--- config.mk ---
export PLATFORM = sky130hd
export DESIGN_NAME = arb2_4
export DESIGN_NICKNAME = d
export VERILOG_FILES = /design/src/rtl/arb2_4.sv
export SDC_FILE = /design/constraint.sdc
export NUM_CORES = 1
export LEC_CHECK = 0
export CORE_MARGIN = 10
export CORE_UTILIZATION = 41
export DETAILED_ROUTE_END_ITERATION = 10
export PLACE_DENSITY = 0.75
export SYNTH_ARGS = -nofsm -noshare
export SYNTH_HDL_FRONTEND = slang
export SYNTH_SLANG_ARGS = --single-unit
--- constraint.sdc ---
create_clock -name clk -period 1.7 [get_ports clk]
set_clock_uncertainty 0.2 [all_clocks]
set_input_delay 0.425 -clock clk [delete_from_list [all_inputs] [get_ports clk]]
set_output_delay 0.425 -clock clk [all_outputs]
set_load 0.02 [all_outputs]
--- src/rtl/arb2_4.sv ---
// Two-channel round-robin arbiter with one registered output stage.
// Feeds a 2:1 mux stage: sel=0 selects a, sel=1 selects b.
module arb2_4 #(
  parameter int unsigned WIDTH = 4,
  parameter int unsigned CNT_W = 8
) (
  input  logic             clk,
  input  logic             rst,
  input  logic [WIDTH-1:0] a,
  input  logic             a_valid,
  output logic             a_ready,
  input  logic [WIDTH-1:0] b,
  input  logic             b_valid,
  output logic             b_ready,
  output logic [WIDTH-1:0] c,
  output logic             c_valid,
  input  logic             c_ready,
  output logic             sel,
  output logic [CNT_W-1:0] cnt_a,
  output logic [CNT_W-1:0] cnt_b
);

  localparam logic [CNT_W-1:0] CntMax = {CNT_W{1'b1}};

  logic ptr_q;  // 0: A has priority on a tie, 1: B
  logic load;
  logic grant_a;
  logic grant_b;

  // Output stage is free when empty or being drained this cycle.
  assign load    = !c_valid || c_ready;
  assign grant_a = a_valid && (!b_valid || !ptr_q);
  assign grant_b = b_valid && (!a_valid || ptr_q);

  // Readys are forced low while reset is held so no word is lost upstream.
  assign a_ready = !rst && load && grant_a;
  assign b_ready = !rst && load && grant_b;

  always_ff @(posedge clk or posedge rst) begin
    if (rst) begin
      c       <= '0;
      c_valid <= 1'b0;
      sel     <= 1'b0;
      ptr_q   <= 1'b0;
      cnt_a   <= '0;
      cnt_b   <= '0;
    end else if (load) begin
      if (grant_a) begin
        c       <= a;
        c_valid <= 1'b1;
        sel     <= 1'b0;
        ptr_q   <= 1'b1;
        if (cnt_a != CntMax) begin
          cnt_a <= cnt_a + 1'b1;
        end
      end else if (grant_b) begin
        c       <= b;
        c_valid <= 1'b1;
        sel     <= 1'b1;
        ptr_q   <= 1'b0;
        if (cnt_b != CntMax) begin
          cnt_b <= cnt_b + 1'b1;
        end
      end else begin
        c_valid <= 1'b0;
      end
    end
  end

endmodule

== Yosys cells after proc, flatten, opt, wreduce, memory -nomap -nowiden ==
Index checks and enable logic that the tools add are counted.
W data, S select, Z words.

* Add/sub/neg operators: 2
* Multipliers: 0
* Div/mod/pow operators: 0
* Order comparisons: 0
* Equality and inequality tests: 2
* Shifts and indexed selects: 0
* Multiplexer cells: 8
* Bitwise logic cells: 1
* Reductions and logical operators: 17

{| class="wikitable"
|+ Operator list
! operator !! number
|-
| $add A8 B1 Y8 const B || 2
|-
| $ne A8 B8 Y1 const B || 2
|-
| $mux W4 || 2
|-
| $mux W1 || 6
|-
| $logic_and A1 B1 Y1 || 5
|-
| $logic_not A1 Y1 || 5
|-
| $reduce_and A4 Y1 || 1
|-
| $logic_or A1 B1 Y1 || 3
|-
| $reduce_and A3 Y1 || 1
|-
| $reduce_and A2 Y1 || 1
|-
| $reduce_bool A2 Y1 || 1
|-
| $not A1 Y1 || 1
|}

* Flip-flop bits (word level): 23
* Bits in latches: 0
* RAM bits: 0
* ROM bits: 0
* Bits of input ports: 13
* Word-level logic and storage cells: 36
* Memories kept: 0

== Longest topological paths before layout ==
Gate-level depths: netlist of run 1.

* Word-level depth: 5
* Gate-level depth with buffers: 5
* Mapped depth without buffers: 5

== Worst setup path before layout of run 1 ==
Ideal clock, no wire load.

* Path kind: flip-flop to flip-flop
* Start point: register cnt_b[0]
* End point: register cnt_b[1]
* Library setup time: 0.125 ns
* Arrival: 1.565 ns
* Data required time: 1.375 ns
* Slack: -0.190 ns
* Cell stages (with the launch flop): 6
* Period minus slack after synthesis: 1.890 ns
* Cell sequence: dfrtp_1 -> ha_1 -> nand3_1 -> or3_1 -> nor2b_4 -> mux2_4

* Word-level cells in the longest chain between the ends: 2

{| class="wikitable"
|+ Ends and longest elaborated chain
! element !! line !! source
|-
| start: declaration || 20 || <nowiki>output logic [CNT_W-1:0] cnt_b</nowiki>
|-
| start signal: assignment || 62 || <nowiki>cnt_b <= cnt_b + 1'b1;</nowiki>
|-
| branches (longest 2 deep; another with $add A8 B1 Y8) || - ||
|}

Parallel ways; which one is timed is not known.
A chain may end at the register's enable or synchronous reset.

== Worst setup path after layout of run 1 ==
* Start point: input port a_valid
* End point: output port a_ready

* Word-level cells in the longest chain between the ends: 2

{| class="wikitable"
|+ Ends and longest elaborated chain
! element !! line !! source
|-
| start: declaration || 10 || <nowiki>input logic a_valid,</nowiki>
|-
| $logic_and A1 B1 Y1 || 32 || <nowiki>assign grant_a = a_valid && (!b_valid || !ptr_q);</nowiki>
|-
| $logic_and A1 B1 Y1 || 36 || <nowiki>assign a_ready = !rst && load && grant_a;</nowiki>
|-
| end: declaration || 11 || <nowiki>output logic a_ready,</nowiki>
|}

No other way between the ends.

==> out/results.txt, run 1 <==
Met2 GRT Util: 21.8%
CP Max Fanout: 3
GPL Wtd Cong: 0.878
EDFF count, synth: 0
Most frequent cells in the layout: buf_4 (26), dfrtp_1 (17), nand2_1 (11)
Worst Path Arrival: 1.23 ns
Period utilisation layout: 109%
Routed vias: 1,047
CP endpoint kind: output pin
Grt total ovfl: 0
Vias in the first global route: 1,135
Async S/R FF share, synth: 100%
Yosys warnings: 0
Req. time, crit path: 1.07 ns
CTS H-tree depth: 1
Worst setup path end: a_ready
Seq cells post-synth: 23
Synth area leaders: dfrtp_1 (50%), mux2_2 (7.9%), nand2_1 (4.3%), mux2i_1 (3.5%), nand3_1 (3.5%)
Worst R2R Setup Slack: -0.10 ns
Met1 Use GR: 14.3%
Initial antenna violation count: 0
Post-synthesis net count: 121
Post-route ant nets: 0
Setup Viol. Count Final: 6
Layout area overhead: 63.8%
Failing checks: negative setup slack
Cell count after synthesis: 106
Die X: 72.9 um
Chip height: 72.9 um
Slowest CP cell: dlygate4sd2_1
Clock root buffer: clkbuf_4
1st-pass router iterations: 4
Synth top area share: 50.2%
Largest net degree at the start of global routing: 24
CTS tree: yes
Die area: 5310 um^2
Synth unique cells: 27
Slack of the critical path: -0.154 ns
Netlist Area Pre-Place: 1150 um^2
CORE AREA: 2710 um^2
Critical path type: primary input to output pin
WL final: 3290 um
Hold Path Class: flip-flop to flip-flop
Startpoint types: primary input
Register area share after synthesis: 50.2%
Max-slew violations: 0
GRT Max-Usage Layer: met2
First-pass GRT wire length: 5300 um
Synth Flop Type: dfrtp_1
Sink Count: 23
DP Wirelength: 2400 um
Initial DRC Count: 50
PortBufs: 36
CTS Hold Bufs: 0
Worst-skew pair later-pin latency: 0.31 ns
Mean Syn Cell Area: 10.8 um^2
Slew HR: 83.1%
Worst r2r src: ptr_q
Leak Pwr: 0.000869 uW
RSZ-0062 raised after global routing: yes
Final Util: 69.3%
Met3 Usage GRT: 3.95%
PD cells: 1210 nW/um^2
Status: complete, but fails checks
Final hold vios: 0
Clk slew on worst S/H paths: 0.14 ns
Worst Path Buf+Inv: 2
FILL cells: 222
CP Launch Point: a_valid
Worst-path cell chain: dlygate4sd2_1 > a21boi_4 > nand2_2 > nor2_2 > buf_6
Maximum clock path buffer count: 2
Crit path time final: 1.85 ns
Most common cell after layout, fill and taps aside: buf_4
Worst-margin pin slew: 0.253 ns
# DRC: 0
TritonCTS Buffers: 3
Cell depth of the worst flop-to-flop path: 7
Max-cap violations: 0
Biggest cell delay along the critical path: 0.29 ns
Via/cell ratio: 5.06
Global-route usage over all layers: 12.4%
Nets: 192
Layout cells sized above 1: 48.9%
Maximum clock rate: 539 MHz
Cell taking the most area after synthesis: dfrtp_1
CP Depth: 5
Worst ir drop on vdd: 0.000927 V
Routed length per instance: 15.9 um
Largest delay share family, worst path: buffers and inverters
Diode count: 0
Cell row count: 19
Post-route setup TNS: -0.536 ns
Ports: 37
Worst R2R End: cnt_b[6]
Starting Density: 42.3%
worst min-delay path by stage:
stage          startpoint       end  slack (ns)  cells after the start
2_1_floorplan         rst      c[0]        0.23                      1
3_3_place_gp          sel       sel        0.27                      2
3_5_place_dp          sel       sel        0.29                      2
4_1_cts               sel       sel        0.32                      2
5_1_grt          cnt_a[0]  cnt_a[0]        0.33                      1
6_report              sel       sel        0.31                      2
cell usage after synthesis (2+ instances only):
cell / instances
dfrtp_1: 23
nand2_1: 13
mux2_2: 8
nand3_1: 8
nor2_1: 7
nand2b_1: 6
a21oi_1: 4
inv_1: 4
mux2i_1: 4
and4_1: 3
nor3_1: 3
xnor2_1: 3
ha_1: 2
mux2_4: 2
nand4_1: 2
o21a_1: 2
o21ai_0: 2
tightest hold or removal path: stages, from the launching register on:
cell	delay [ns]
dfrtp_1	0.38
nand2_1	0.05
nand2_1	0.06
sequential cells by signal, indices dropped and copies added, names as in the netlist:
register  count
cnt_a         8
cnt_b         8
c             4
c_valid       1
ptr_q         1
sel           1
per-layer routing:
layer | share of wire (%) | wire length, um
met1 | 41 | 1340
met2 | 53 | 1740
met3 | 5.8 | 191
met4 | 0.58 | 19
met5 | 0 | 0
cell families after synthesis:
logic type               share of synthesized area (%)
AO/OA/AOI/OAI                                     6.88
XOR/XNOR                                          3.06
adder cells (fa/ha/maj)                           2.18
buffers and inverters                             1.31
flip-flops                                        50.2
multiplexers                                      14.0
AND/OR/NAND/NOR                                   22.4
final cells by class:
class / instances / area, um^2 / share of cell area [%]
flip-flops and latches: 23 / 583 / 31.1
well taps: 31 / 38.8 / 2.07
inverters: 4 / 15.0 / 0.800
repair buffers: 66 / 551 / 29.3
clock buffers: 4 / 26.3 / 1.40
multi-input cells: 79 / 663 / 35.3
power by group:
| group | switching (uW) | internal (uW) | total, uW |
|---|---|---|---|
| sequential | 158 | 713 | 871 |
| combinational | 571 | 562 | 1130 |
| clock | 174 | 91.4 | 265 |
| total | 903 | 1370 | 2270 |
through the flow:
stage	instance area, um^2	total power [uW]	instances	hold slack (ns)	setup slack [ns]
2_1_floorplan	1180	1380	106	0.227	-0.107
3_3_place_gp	1780	1940	197	0.270	-0.826
3_5_place_dp	1780	1980	197	0.288	-0.828
4_1_cts	1890	2270	205	0.318	-0.169
5_1_grt	1880	2410	207	0.332	-0.221
6_report	1880	2270	207	0.314	-0.154
repair_timing:
| action | CTS | global route |
|---|---|---|
| setup buffers | 4 | 3 |
| resized for setup | 74 | 23 |
| endpoints found under the setup margin | 40 | 30 |
| pin swaps | 4 | 5 |
Note: power is estimated with default switching activity, not from simulation.
==> inputs of run 2 (changes only) <==
--- a/config.mk
+++ b/config.mk
@@ -5,6 +5,7 @@
 export SDC_FILE = /design/constraint.sdc
 export NUM_CORES = 1
 export LEC_CHECK = 0
+export CORE_ASPECT_RATIO = 1.4
 export CORE_MARGIN = 10
 export CORE_UTILIZATION = 41
 export DETAILED_ROUTE_END_ITERATION = 10
==> run 2 against run 1 <==
- the flow still finishes with violations (negative setup slack)
- total power up 2.4%
- register-to-register slack improved by 0.03 ns
- combinational power increased by 6%
- maximum frequency is 1.0% lower
- die area increased by 0.57%
- global-route usage grew 0.50 points
- non-clock buffer count is 4 higher
- first-iteration DRC count fell by 54%
- setup slack got worse by 0.019 ns
- cell count grew 4.3%
- clock power about the same
- critical path type unchanged
- largest cell class unchanged
- largest power group unchanged
==> out/results.txt, run 2 (synthesis results as in run 1) <==
Chip height: 82.6 um (+13%)
Diode count: 0 (unchanged)
Clock root buffer: clkbuf_4
CORE AREA: 2640 um^2 (-2.5%)
Top Registers: cnt_a: 8 flops, cnt_b: 8 flops, c: 4 flops
Final Util: 74.5% (+5.2 points)
Layout area overhead: 71.7%
Initial antenna violation count: 0 (unchanged)
Initial DRC Count: 23 (-54%)
WL final: 3330 um (+1.3%)
Most common cell after layout, fill and taps aside: buf_4
Worst-margin pin slew: 0.267 ns (+0.0138 ns)
1st-pass router iterations: 4 (unchanged)
PD cells: 1180 nW/um^2 (-2.3%)
Crit path time final: 1.87 ns (+0.0188 ns)
Starting Density: 43.4% (+1.1 points)
Ports: 37 (unchanged)
PortBufs: 36 (unchanged)
Max-slew violations: 0 (unchanged)
Global-route usage over all layers: 12.9% (+0.50 points)
Nets: 196 (+2.1%)
Req. time, crit path: 1.07 ns (about the same)
CTS H-tree depth: 1 (unchanged)
Worst-skew pair later-pin latency: 0.32 ns (about the same)
CTS tree: yes
Routed length per instance: 15.4 um (-2.9%)
Via/cell ratio: 5.02 (-0.69%)
Startpoint types: primary input
Sink Count: 23 (unchanged)
Slew HR: 82.2% (-0.96 points)
Max-cap violations: 0 (unchanged)
Failing checks: negative setup slack
Worst ir drop on vdd: 0.00112 V (+21%)
CTS Hold Bufs: 0 (unchanged)
RSZ-0062 raised after global routing: yes
CP Max Fanout: 3 (unchanged)
TritonCTS Buffers: 3 (unchanged)
Maximum clock path buffer count: 2 (unchanged)
First-pass GRT wire length: 5350 um (+1.0%)
Period utilisation layout: 110% (+1.1 points)
Final hold vios: 0 (unchanged)
Most frequent cells in the layout: buf_4 (26), dfrtp_1 (18), buf_6 (12)
# DRC: 0 (unchanged)
Die area: 5340 um^2 (+0.57%)
Worst Path Arrival: 1.25 ns (+0.02 ns)
Leak Pwr: 0.000914 uW (+5.2%)
Hold Path Class: flip-flop to flip-flop
DP Wirelength: 2470 um (+2.6%)
Critical path type: primary input to output pin
CP endpoint kind: output pin
GPL Wtd Cong: 0.757 (-14%)
Layout cells sized above 1: 47.8% (-1.1 points)
Final Cell Area: 1970 um^2 (+4.9%)
Area post-placement: 1800 um^2 (+1.6%)
Status: complete, but fails checks
Clk slew on worst S/H paths: 0.12 ns (-0.02 ns)
Routed vias: 1,085 (+3.6%)
Setup Viol. Count Final: 4 (-2)
Vias in the first global route: 1,167 (+2.8%)
Die X: 64.7 um (-11%)
Grt total ovfl: 0 (unchanged)
Cell row count: 22 (+3)
Maximum clock rate: 534 MHz (-1.0%)
Slack of the critical path: -0.173 ns (-0.0188 ns)
Largest net degree at the start of global routing: 24 (unchanged)
Post-route ant nets: 0 (unchanged)
[run 2: cell types whose count changed in the layout (fill, tap and decap cells not counted), sizes merged]
cell and delta:
clkdlybuf4s15 +6, clkbuf -5, dlygate4sd2 -3, buf +6
[run 2: layout make-up]
type / count / area (um^2)
Fill cell: 195 / 674
Clock buffer: 4 / 26.3
Sequential cell: 23 / 582
Inverter: 4 / 15.0
Multi-Input combinational cell: 79 / 672
Timing Repair Buffer: 70 / 628
Tap cell: 36 / 45.0
[run 2: where the power goes]
group          switching [uW]  leakage [uW]  internal, uW  total [uW]
clock network             170     0.0000150          91.9         262
registers                 148      0.000276           712         859
logic                     590      0.000624           614        1200
total                     907      0.000914          1420        2330
[run 2: metrics by stage]
stage	hold slack, ns	setup TNS, ns	setup WS, ns	power, uW	instances
finish	0.296	-0.409	-0.173	2330	216
global route	0.327	-0.771	-0.222	2480	216
global placement	0.262	-9.38	-0.794	1960	205
CTS	0.298	-0.479	-0.199	2270	212
detailed placement	0.274	-10.36	-0.824	2000	205
floorplan	0.227	-0.107	-0.107	1380	106
[run 2: path summary, 6_finish.rpt]
| check | slack, ns | end | startpoint | depth (start not counted) |
|---|---|---|---|---|
| worst max-delay path | -0.17 | a_ready | a_valid | 5 |
| worst min-delay path | 0.30 | sel | sel | 2 |
| worst max register to register | -0.07 | cnt_a[5] | ptr_q | 5 |
| worst min register to register | 0.30 | sel | sel | 2 |
| max in group asynchronous | 0.67 | cnt_a[0] | rst | 4 |
| min in group asynchronous | 0.47 | cnt_b[2] | rst | 4 |
[run 2: layer usage]
layer / up-vias / track usage [%] / part of all wire (%)
li1: 524 / - / -
met1: 529 / 12.3 / 37
met2: 24 / 24.5 / 55
met3: 8 / 3.91 / 5.5
met4: 0 / 6.44 / 2.0
met5: - / 0 / 0
[run 2: repair_timing]
item / CTS / global route
gates cloned: 0 / 0
endpoints found under the hold margin: 0 / 0
setup buffers: 3 / 6
pin swaps: 4 / 6
endpoints found under the setup margin: 39 / 31
gates resized for setup: 76 / 32
[run 2: worst max-delay path, cell delays in order]
cell	delay, ns
dlygate4sd2_1	0.30
a21boi_4	0.22
nand2_2	0.07
nor2_2	0.10
buf_6	0.13
==> RTL edit 1: new RTL, settings of run 1 <==
Change the parameter `WIDTH` from 4 to 6.
--- a/src/rtl/arb2_4.sv
+++ b/src/rtl/arb2_4.sv
@@ -2,5 +2,5 @@
 // Feeds a 2:1 mux stage: sel=0 selects a, sel=1 selects b.
 module arb2_4 #(
-  parameter int unsigned WIDTH = 4,
+  parameter int unsigned WIDTH = 6,
   parameter int unsigned CNT_W = 8
 ) (
Interface: changed (resized a, b and c); port bits go from 37 to 43. The function was not compared with the original's and may differ.
==> RTL edit 1 against run 1 <==
The flow still finishes with violations (setup timing). Combinational power grew 15%. Cell area grew 6.9%. Sequential share of layout area rose by 0.50 points. Routed wire length increased by 14%. Count of clock-buffer cells in the layout unchanged. Worst setup slack lost 0.067 ns. Area after synthesis increased by 9.9%. Clock power grew 2%. Synthesized cell count rose by 9.4%. Power is 11% higher. Sequential cell count grew 2. Critical path type is now flip-flop to output port.
==> RTL edit 1: results (changes against run 1) <==
status: "finished with violations"
violations: "setup timing"
min_from: "sel$_DFFE_PP0P_"
cts_buffer_depth: 2  # unchanged
synthXorXnorAreaFrac: 0.0487  # +0.0181
finalWorstSetupSlack_ns: -0.222  # -0.0673 ns
synthAdderAreaFrac: 0.0199  # -0.00197
drt_wl_total_microns: 3740  # +14%
yosys_warnings: 0  # unchanged
arrival_ns: 1.30  # +0.07 ns
p_leak_nw: 0.931  # +7.1%
grtUsageTotal: 0.131  # +0.00745
cts-root-buf: "clkbuf_4"
setup_violations: 6  # unchanged
clk_latency_ns: 0.32
regToRegEndpoint: "cnt_a[5]$_DFFE_PP0P_"
dr.pass1.iters: 4  # unchanged
synth_compound_area_frac: 0.0785  # +0.00967
netlist-cell-type-count: 34  # +26%
drive_gt1_frac: 0.444  # -0.0442
synthMuxAreaShare: 0.116  # -0.0236
clkSlewWorstSetupHoldPaths_ns: 0.14  # about the same
rrSetupSlack_ns: -0.10  # about the same
n_fill_cell: 239  # +7.7%
cts_made_buffers: 3  # unchanged
fmax_ghz: 0.520  # -3.5%
slew_headroom: 0.823  # -0.00833
min_delay_path_depth: 1  # -1
synth-main-ff-cell: "dfrtp_1"
r2r_start: "ptr_q$_DFFE_PP0P_"
grt_antenna_before_repair: 0  # unchanged
viasPerCell: 5.37  # +6.2%
ir_drop_mv: 0.628  # -32%
grt_first_pass_wirelength_microns: 5840  # +10%
reg2reg_depth: 7  # unchanged
place.gp.congestion: 0.913  # +4.0%
portBuffers: 42  # +17%
holdBufCountCts: 0  # unchanged
grt_max_degree: 26  # +8.3%
fin_hold_ws_ns: 0.326  # +0.0120 ns
synth_nets: 135  # +12%
dp_slack_ns: -0.906  # -0.0787 ns
nets: 209  # +8.9%
async_flop_share: 1.00  # unchanged
num_antenna_cells: 0  # unchanged
switching_share: 0.404  # +0.00654
hpwl_microns: 2730  # +13%
dr.first_iter.drc_count: 29  # -42%
largest_registers: "cnt_a (8), cnt_b (8), c (6)"
worst_hold_path.endpoint: "sel$_DFFE_PP0P_"
fin_setup_tns_ns: -0.604  # -0.0671 ns
cp_max_fo: 3  # unchanged
synthTopCellsByArea: "dfrtp_1, mux2i_1, mux2_2"
syn_area_per_cell_sq_um: 10.9  # +0.46%
synthTopCellsByCount: "dfrtp_1, nor2_1, a21oi_1, nand2_1, mux2i_1"
ys_seq_area_frac: 0.497  # -0.00566
grt_pass1_vias: 1291  # +14%
hold_path_class: "flip-flop to flip-flop"
htree_levels: 1  # unchanged
==> RTL edit 1: changes by cell type after synthesis, moves of 3 or more <==
cell      change
a21oi_1       +4
nor2_1        +6
nand3_1       -4
xor2_1        +4
nand2b_1      -3
nand2_1       -5
mux2_2        -3
==> RTL edit 1: critical path, cell delays in order (launching register included) <==
cell and delay [ns]:
dfrtp_2 0.47, or2b_4 0.28, nand3_4 0.07, nor2_4 0.04, buf_6 0.13
==> RTL edit 1: what timing repair did <==
item	4_1_cts	5_1_grt
resized for setup	62	44
pin swaps	5	7
cloned	0	0
setup buffers	3	7
setup endpoints to repair	48	34
==> RTL edit 1: layout make-up <==
cell class                      instances  area share
Tap cell                               33      0.0206
Timing Repair Buffer                   72       0.302
Multi-Input combinational cell         86       0.345
Clock buffer                            4      0.0131
Sequential cell                        25       0.316
Inverter                                2     0.00374
==> RTL edit 1: worst max-delay path by stage <==
stage                    startpoint                   end  cells after the start
2_1_floorplan  cnt_b[1]$_DFFE_PP0P_  cnt_b[1]$_DFFE_PP0P_                      4
6_report          ptr_q$_DFFE_PP0P_               b_ready                      4
3_3_place_gp                a_valid               a_ready                      5
5_1_grt           ptr_q$_DFFE_PP0P_               a_ready                      4
3_5_place_dp                c_ready               b_ready                      5
4_1_cts           ptr_q$_DFFE_PP0P_               b_ready                      4
==> RTL edit 1: kinds of logic (layout without fill, tap and decap cells) <==
logic type,count (synthesis),after routing
mux,13,13
fa+ha+maj,2,2
flops,25,25
buf+inv,5,78
xor+xnor,7,7
compound gates,16,16
simple gates,48,48
==> RTL edit 1: per-layer routing <==
| metal | global-route usage | vias to the layer above | part of all wire |
|---|---|---|---|
| met5 | 0 | - | 0 |
| met4 | 0.0392 | 0 | 0.0043 |
| met3 | 0.0547 | 4 | 0.096 |
| met2 | 0.245 | 45 | 0.54 |
| met1 | 0.129 | 588 | 0.36 |
| li1 | - | 555 | - |
==> RTL edit 1: through the flow <==
stage	cells	area, sq um
final	222	2010
after global routing	222	2010
after CTS	217	1980
after detailed placement	210	1900
after global placement	210	1900
after floorplan	116	1280
==> RTL edit 1: power by group through the flow <==
stage | Combinational [mW] | Sequential [mW] | Clock [mW]
global placement | 1.21 | 0.941 | 0
CTS | 1.25 | 0.930 | 0.281
global route | 1.39 | 0.968 | 0.315
detailed placement | 1.25 | 0.954 | 0
finish | 1.30 | 0.941 | 0.270
floorplan | 0.363 | 1.17 | 0
==> RTL edit 2: new RTL, settings of run 1 <==
Without the edit above. Register the output `cnt_b` once more, without a reset; this adds one clock of latency there. The other outputs are not delayed to match.
--- a/src/rtl/arb2_4.sv
+++ b/src/rtl/arb2_4.sv
@@ -23,4 +23,6 @@
   localparam logic [CNT_W-1:0] CntMax = {CNT_W{1'b1}};
 
+  logic [CNT_W-1:0] cnt_b_s0;
+
   logic ptr_q;  // 0: A has priority on a tie, 1: B
   logic load;
@@ -44,5 +46,5 @@
       ptr_q   <= 1'b0;
       cnt_a   <= '0;
-      cnt_b   <= '0;
+      cnt_b_s0 <= '0;
     end else if (load) begin
       if (grant_a) begin
@@ -59,6 +61,6 @@
         sel     <= 1'b1;
         ptr_q   <= 1'b0;
-        if (cnt_b != CntMax) begin
-          cnt_b <= cnt_b + 1'b1;
+        if (cnt_b_s0 != CntMax) begin
+          cnt_b_s0 <= cnt_b_s0 + 1'b1;
         end
       end else begin
@@ -68,4 +70,8 @@
   end
 
+  always_ff @(posedge clk) begin
+    cnt_b <= cnt_b_s0;
+  end
+
 endmodule
 
Function: changed (Yosys sat finds a counterexample within 4 cycles, from zero or initial values and one cycle with rst high).
==> RTL edit 2 against run 1 <==
The flow still finishes with violations (setup timing). Routed wire length increased by 8.1%. Worst setup slack got worse by 0.078 ns. Sequential cell count increased by 8. Cell area grew 11%. Area after synthesis rose by 16%. Power increased by 35%. Non-clock buffer count decreased by 3. Critical path type is now flip-flop to output port. Critical endpoint is now b_ready. Largest power group unchanged.
==> RTL edit 2: results (changes against run 1) <==
clkSlewWorstSetupHoldPaths_ns: 0.09  # -0.05 ns
portBuffers: 36  # unchanged
cts-root-buf: "clkbuf_4"
dr.pass1.iters: 4  # unchanged
viasPerCell: 5.01  # -0.89%
htree_levels: 2  # +1
grtUsageTotal: 0.120  # -0.00432
violations: "setup timing"
num_antenna_cells: 0  # unchanged
nets: 205  # +6.8%
n_fill_cell: 262  # +18%
reg2reg_depth: 6  # -1
cts_made_buffers: 5  # +2
tightest_slew_ns: 0.351  # +0.0981 ns
cpMaxStageDelayCell: "dfrtp_1"
synth_nets: 136  # +12%
grt_max_degree: 24  # unchanged
grt_pass1_vias: 1233  # +8.6%
yosys_warnings: 0  # unchanged
setup_violations: 5  # -1
drive_gt1_frac: 0.335  # -0.154
ir_drop_mv: 0.799  # -14%
hpwl_microns: 2660  # +11%
synth-main-ff-cell: "dfrtp_1"
netlist-cell-type-count: 32  # +19%
grt_antenna_before_repair: 0  # unchanged
async_flop_share: 0.742  # -0.258
finalWorstSetupSlack_ns: -0.232  # -0.0778 ns
place.gp.congestion: 0.800  # -8.9%
post_drt_wl_per_cell_microns: 15.1  # -4.8%
clk_latency_ns: 0.33  # +0.02 ns
min_delay_path_depth: 0  # -2
arrival_ns: 1.31  # +0.08 ns
cpPeakStageDelay_ns: 0.42  # +0.13 ns
ys_seq_area_frac: 0.555  # +0.0525
dr.first_iter.drc_count: 52  # +4.0%
largest_registers: "cnt_a (8), cnt_b (8), cnt_b_s0 (8)"
grt_first_pass_wirelength_microns: 5850  # +10%
status: "finished with violations"
hold_path_class: "flip-flop to flip-flop"
cts_buffer_depth: 2  # unchanged
cp_max_fo: 3  # unchanged
synthTopCellsByArea: "dfrtp_1, dfxtp_1, mux2i_1"
p_leak_nw: 0.979  # +13%
synthTopCellsByCount: "dfrtp_1, nand3_1, nor2_1"
-- RTL edit 2: cell types whose count changed after synthesis, sizes merged, moves of 4 or more --
cell    before  now
nor2         7   11
nand3        8   12
nand2       13    9
dfxtp        0    8
nand2b       6    1
mux2        10    3
-- RTL edit 2: worst max-delay path, delay by kind of cell, from the launching register on --
family                 cells  cell delay (ns)
buffers and inverters      1             0.15
and+or+nand+nor            3             0.40
DFF                        1             0.42
-- RTL edit 2: what timing repair did --
| item | 4_1_cts | 5_1_grt |
|---|---|---|
| pin swaps | 1 | 9 |
| endpoints found under the setup margin | 41 | 22 |
| setup buffers | 1 | 4 |
| resized for setup | 50 | 27 |
-- RTL edit 2: final timing paths --
kind	startpoint	endpoint	slack, ns
max in group asynchronous	rst	c[2]$_DFFE_PP0P_	0.77
setup / recovery	ptr_q$_DFFE_PP0P_	b_ready	-0.23
setup reg to reg	ptr_q$_DFFE_PP0P_	cnt_a[7]$_DFFE_PP0P_	-0.11
hold reg to reg	cnt_b_s0[6]$_DFFE_PP0P_	cnt_b[6]$_DFF_P_	0.27
hold / removal	cnt_b_s0[6]$_DFFE_PP0P_	cnt_b[6]$_DFF_P_	0.27
min in group asynchronous	rst	cnt_a[0]$_DFFE_PP0P_	0.29
-- RTL edit 2: layout make-up --
type                       count  area share
sequential                    31       0.353
timing repair buffer          63       0.263
multi-input combinational     85       0.318
clock buffer                   8      0.0330
inverter                       4     0.00719
tap                           44      0.0264
-- RTL edit 2: cells by family (layout without fill, tap and decap cells) --
family | count (synthesis) | after routing | share of synthesized area
AND/OR/NAND/NOR | 51 | 51 | 0.204
adder cells (fa/ha/maj) | 2 | 2 | 0.0189
AO/OA/AOI/OAI | 18 | 18 | 0.0953
XOR/XNOR | 4 | 4 | 0.0264
buffers and inverters | 5 | 75 | 0.0198
flip-flops | 31 | 31 | 0.555
multiplexers | 10 | 10 | 0.0811
-- RTL edit 2: per-stage QoR --
step	setup WS, ns	area, sq um	instances	TNS, ns
2_1_floorplan	0.0215	1330	121	0
4_1_cts	-0.224	1970	232	-0.363
6_report	-0.232	2090	235	-0.532
5_1_grt	-0.277	2090	235	-0.925
3_5_place_dp	-0.812	1900	223	-10.05
3_3_place_gp	-0.837	1900	223	-9.16
-- RTL edit 2: metal layers --
metal / routed length [microns] / vias to the layer above / part of all wire / track usage
met4: 129 / 0 / 0.036 / 0.0632
met5: 0 / - / 0 / 0
met2: 1730 / 36 / 0.49 / 0.196
met3: 192 / 10 / 0.054 / 0.0361
li1: - / 565 / - / -
met1: 1500 / 567 / 0.42 / 0.137
-- RTL edit 2: report_power, final --
group	internal, mW	switching (mW)	total [mW]
sequential	1.01	0.202	1.21
clock	0.243	0.238	0.481
combinational	0.651	0.733	1.38
total	1.90	1.17	3.07
